## src/rtl/matrix_scan_ctrl.sv

```systemverilog
// Column-multiplexed scanner for the 4x8 RGB LED matrix: shifts one 24-bit
// column word into the external shift/latch chain, then lights that column.
module matrix_scan_ctrl #(
    parameter int SCLK_DIV     = 4,
    parameter int DWELL_CYCLES = 12500
) (
    input  logic        CLK_50M,
    input  logic        RST,
    input  logic        enable,
    input  logic [23:0] column_0,
    input  logic [23:0] column_1,
    input  logic [23:0] column_2,
    input  logic [23:0] column_3,
    output logic        sr_data,
    output logic        sr_clk,
    output logic        sr_latch,
    output logic [3:0]  col_en,
    output logic        frame_start,
    output logic        busy
);

    localparam int PW = (SCLK_DIV > 1) ? $clog2(SCLK_DIV) : 1;
    localparam int DW = (DWELL_CYCLES > 1) ? $clog2(DWELL_CYCLES) : 1;
    localparam logic [PW-1:0] PHASE_LAST = PW'(SCLK_DIV - 1);
    localparam logic [DW-1:0] DWELL_LAST = DW'(DWELL_CYCLES - 1);
    localparam logic [4:0]    BIT_LAST   = 5'd23;

    typedef enum logic [2:0] {
        IDLE,
        LOAD,
        SHIFT,
        LATCH,
        DISPLAY
    } state_t;

    state_t            state;
    logic [1:0]        col_idx;
    logic [3:0][23:0]  snap;
    logic [23:0]       shreg;
    logic [4:0]        bit_cnt;
    logic [PW-1:0]     phase_cnt;
    logic [DW-1:0]     dwell_cnt;
    logic [23:0]       load_word;

    // Column 0 reads the live inputs because its snapshot is taken on the same edge.
    always_comb begin
        load_word = snap[col_idx];
        if (col_idx == 2'd0) load_word = column_0;
    end

    // NOTE: the snapshot is a handful of flops, not a RAM, so it is safe to clear on reset.
    always_ff @(posedge CLK_50M or posedge RST) begin
        if (RST) begin
            state       <= IDLE;
            col_idx     <= 2'd0;
            snap        <= '0;
            shreg       <= '0;
            bit_cnt     <= '0;
            phase_cnt   <= '0;
            dwell_cnt   <= '0;
            sr_data     <= 1'b0;
            sr_clk      <= 1'b0;
            sr_latch    <= 1'b0;
            col_en      <= 4'b0000;
            frame_start <= 1'b0;
            busy        <= 1'b0;
        end else if (state != IDLE && !enable) begin
            // Dropping enable beats every in-flight transition, including end of dwell.
            state       <= IDLE;
            col_idx     <= 2'd0;
            sr_data     <= 1'b0;
            sr_clk      <= 1'b0;
            sr_latch    <= 1'b0;
            col_en      <= 4'b0000;
            frame_start <= 1'b0;
            busy        <= 1'b0;
        end else begin
            case (state)
                IDLE: begin
                    if (enable) begin
                        state       <= LOAD;
                        frame_start <= 1'b1;
                        busy        <= 1'b1;
                    end
                end

                LOAD: begin
                    frame_start <= 1'b0;
                    if (col_idx == 2'd0) snap <= {column_3, column_2, column_1, column_0};
                    shreg     <= load_word;
                    sr_data   <= load_word[23];
                    sr_clk    <= 1'b0;
                    bit_cnt   <= '0;
                    phase_cnt <= '0;
                    col_en    <= 4'b0000;
                    state     <= SHIFT;
                end

                SHIFT: begin
                    if (phase_cnt == PHASE_LAST) begin
                        phase_cnt <= '0;
                        if (!sr_clk) begin
                            sr_clk <= 1'b1;
                        end else begin
                            sr_clk <= 1'b0;
                            if (bit_cnt == BIT_LAST) begin
                                sr_data  <= 1'b0;
                                sr_latch <= 1'b1;
                                state    <= LATCH;
                            end else begin
                                shreg   <= {shreg[22:0], 1'b0};
                                sr_data <= shreg[22];
                                bit_cnt <= bit_cnt + 5'd1;
                            end
                        end
                    end else begin
                        phase_cnt <= phase_cnt + PW'(1);
                    end
                end

                LATCH: begin
                    if (phase_cnt == PHASE_LAST) begin
                        sr_latch  <= 1'b0;
                        col_en    <= 4'b0001 << col_idx;
                        dwell_cnt <= '0;
                        state     <= DISPLAY;
                    end else begin
                        phase_cnt <= phase_cnt + PW'(1);
                    end
                end

                DISPLAY: begin
                    if (dwell_cnt == DWELL_LAST) begin
                        col_en      <= 4'b0000;
                        col_idx     <= col_idx + 2'd1;
                        frame_start <= (col_idx == 2'd3);
                        state       <= LOAD;
                    end else begin
                        dwell_cnt <= dwell_cnt + DW'(1);
                    end
                end

                default: state <= IDLE;
            endcase
        end
    end

endmodule

```

## config.mk

```make
export PLATFORM = sky130hd
export DESIGN_NAME = matrix_scan_ctrl
export DESIGN_NICKNAME = d
export VERILOG_FILES = /design/src/rtl/matrix_scan_ctrl.sv
export SDC_FILE = /design/constraint.sdc
export NUM_CORES = 1
export LEC_CHECK = 0
export CAP_MARGIN = 25
export CORE_MARGIN = 10
export CORE_UTILIZATION = 59
export DETAILED_ROUTE_END_ITERATION = 7
export HOLD_SLACK_MARGIN = 0.06
export PLACE_DENSITY = 0.84
export SLEW_MARGIN = 10
export SYNTH_ARGS = -nofsm -noshare
export SYNTH_HDL_FRONTEND = slang
export SYNTH_SLANG_ARGS = --single-unit
```

## constraint.sdc

```tcl
create_clock -name CLK_50M -period 13.03 [get_ports CLK_50M]
set_input_delay 1.303 -clock CLK_50M [delete_from_list [all_inputs] [get_ports CLK_50M]]
set_output_delay 1.303 -clock CLK_50M [all_outputs]
set_load 0.01 [all_outputs]
```

==> metrics.txt <==
post-synth design cell area=7510 um2; # DRC=0; CTS H-Tree Depth=4; Crit. End Element=register; syn_nets=703; Die ar.=17600 um2; RR Endpoint=snap[20]; slew at the pin closest to its max-slew limit=0.974 ns; antenna cells=0; vias=5194; routed wire length=17000 um; fin crit period=3.66 ns; fillcell total=814; met2 routed WL=8830 um; root buf cell=clkbuf_16; Min-Delay Path Class=register to register; first-pass detailed-route iteration total=5; Post-CTS Resized=0; CP Class=primary input to register; FP Rows=41; Setup Buffers After CTS=0; Core Footprint=12600 um2; Max Freq=273 MHz; Num CTS Buffers=17; max-slew violation count=0; clk sinks=154; CTS tree=built; met1 wire length=6860 um; Clock Pin Slew Worst Setup and Hold Paths=0.06 ns; RSZ-0062 raised after global routing=false; first-pass GRT wire length=28700 um; Die Ht=133 um; Hold Crit Depth=1; Final Instance Area=9320 um2; GRT Util Overall=0.200; Peak VDD IR=116 uV; Critical R2R Launch=state[1]; DP HPWL=11300 um; Post-synth EDFFs=0; share of cells above drive strength 1=0.250; Max clock buf depth=2; total power=0.00218 W; largest net degree at the start of global routing=93; Top Metal Used=met4; GRT overflow=0; CP startpoint kind=primary input; Syn Area/Cell=12.6 um2; Cell Pwr Density=234 nW/um2; clock skew=0.0107 ns; worst endpoint required time=13.33 ns; remaining antenna violation count=0; Setup TNS Final=0 ns; Pleak=4.04 nW; antenna violations before repair=0; max-cap violations=0; Ys Warns=0; gpl congestion=0.869; area share of the largest cell type after synthesis=0.513; Area contributors post-synth=dfrtp_1 51%, mux2_2 15%, mux4_2 7.2%; vias per cell=5.98; die width=133 um; starting density of the core=0.598; Mapped Cells=594; DR iter-0 viols=446; relative slew slack=0.351; Worst Reg2Reg Path Length in Cells=7; Register-to-Register Setup Slack=9.71 ns; Critical Path Fanout Max=52; Hold Violations, Final=0; Area Growth Syn to Fin=24.1%; clk_lat worst skew=0.43 ns; Post-synth top flop=dfrtp_1; area leader, netlist=dfrtp_1; via count of the first global-routing pass=5763; WP data arrival=3.96 ns; Layout Nets=792; hold endpoint=shreg[16]; number of synthesized register bits=154; Synth cell types=54; hold_buf cts=0; Final period util=0.281; FFs w/ async S/R, synth=1.00; DP Area=8700 um2; metal3 WL=907 um; routed length per instance=19.6 um; Core Util, Final=0.742; # IOs=108; min-delay src=shreg[16]; # port buffers=107; status=complete, no violations; post-synthesis sequential area ratio=0.513; final-report setup violation count=0
## flip-flops by register name, summed over array words and instances, names as in the netlist, 2 cells and up
signal and flops:
col_idx 2, dwell_cnt 14, state 3, shreg 23
snap 96, col_en 4, phase_cnt 2, bit_cnt 5
## critical path, cell delays in order
cell and delay [ns]:
clkdlybuf4s50_1 0.48, inv_1 0.08, ha_1 0.36, nor4b_4 0.51, nand2_4 0.46, buf_16 0.39, mux2_2 0.32
## worst max-delay path by stage
| stage | from | end | slack [ns] | cells past startpoint |
|---|---|---|---|---|
| after floorplan | RST | bit_cnt[0] | 7.58 | 1 |
| after global placement | enable | snap[64] | 8.85 | 6 |
| after detailed placement | enable | snap[62] | 8.96 | 7 |
| after CTS | enable | snap[62] | 9.40 | 7 |
| after global routing | enable | snap[92] | 9.24 | 7 |
| final | enable | snap[20] | 9.37 | 7 |
## layout make-up
| type | count | area, um2 | share of cell area |
|---|---|---|---|
| Tap cell | 172 | 215 | 0.0231 |
| Timing Repair Buffer | 111 | 1120 | 0.120 |
| Inverter | 17 | 68.8 | 0.00738 |
| Multi-Input combinational cell | 382 | 3440 | 0.369 |
| Clock buffer | 17 | 425 | 0.0456 |
| Clock inverter | 15 | 199 | 0.0213 |
| Sequential cell | 154 | 3850 | 0.413 |
## power breakdown
part | internal, W | switching, W
clock | 0.000320 | 0.000201
sequential | 0.000692 | 0.000137
combinational | 0.000462 | 0.000366
## placed cells by master (no fill, tap or decap), types with 2 or more instances in the layout
cell,n
inv_6,3
xor2_1,2
clkbuf_16,17
clkinv_2,3
or3b_2,2
o22ai_1,3
or3_1,5
nor2b_1,3
or4_1,2
a21o_1,22
and2_1,2
xnor2_1,9
dfrtp_1,153
clkinvlp_4,5
a22o_1,2
bufinv_16,4
nor4_1,5
mux2i_1,28
o21ai_1,2
clkdlybuf4s50_1,107
nand3_1,10
a211oi_1,23
inv_1,16
nand4_1,6
mux2_2,99
or2_2,3
a21oi_1,10
o21ai_0,16
nand2b_1,2
buf_4,3
nand2_1,21
ha_1,9
mux4_2,24
nor2_1,40
nor3_1,6
and3_1,2
a22oi_1,3
## synthesized netlist by cell type (2+ instances only)
cell type / number
dfrtp_1: 154
mux2_2: 99
nor2_1: 40
mux2i_1: 28
mux4_2: 24
a211oi_1: 23
a21o_1: 22
nand2_1: 22
clkbuf_1: 18
inv_1: 17
o21ai_0: 16
buf_2: 12
a21oi_1: 10
ha_1: 10
nand3_1: 10
xnor2_1: 9
buf_1: 8
nand4_1: 6
nor3_1: 6
nor4_1: 5
or3_1: 5
a22oi_1: 3
nor2b_1: 3
o22ai_1: 3
or2_2: 3
a22o_1: 2
a31oi_1: 2
and2_1: 2
and3_1: 2
nand2b_1: 2
o21ai_1: 2
or3b_2: 2
or4_1: 2
xor2_1: 2
## stage by stage
step / cells / hold slack, ns / worst slack (ns)
after CTS: 868 / 0.480 / 9.40
final: 868 / 0.479 / 9.37
after global placement: 835 / 0.459 / 8.85
after detailed placement: 836 / 0.467 / 8.96
after floorplan: 594 / 0.443 / 7.58
after global routing: 868 / 0.502 / 9.24
## cell families after synthesis
group	after synthesis	share of synthesized area
AO/OA/AOI/OAI	92	0.0841
XOR/XNOR	11	0.0128
adder cells (fa/ha/maj)	10	0.0167
buffers and inverters	58	0.0326
flip-flops	154	0.513
multiplexers	151	0.258
AND/OR/NAND/NOR	118	0.0833
## metal layers
layer,vias to the layer above,GRT usage
li1,2360,-
met1,2627,0.236
met2,168,0.343
met3,39,0.0526
met4,0,0.0733
met5,-,0
Power figures use the tool's default switching activity.
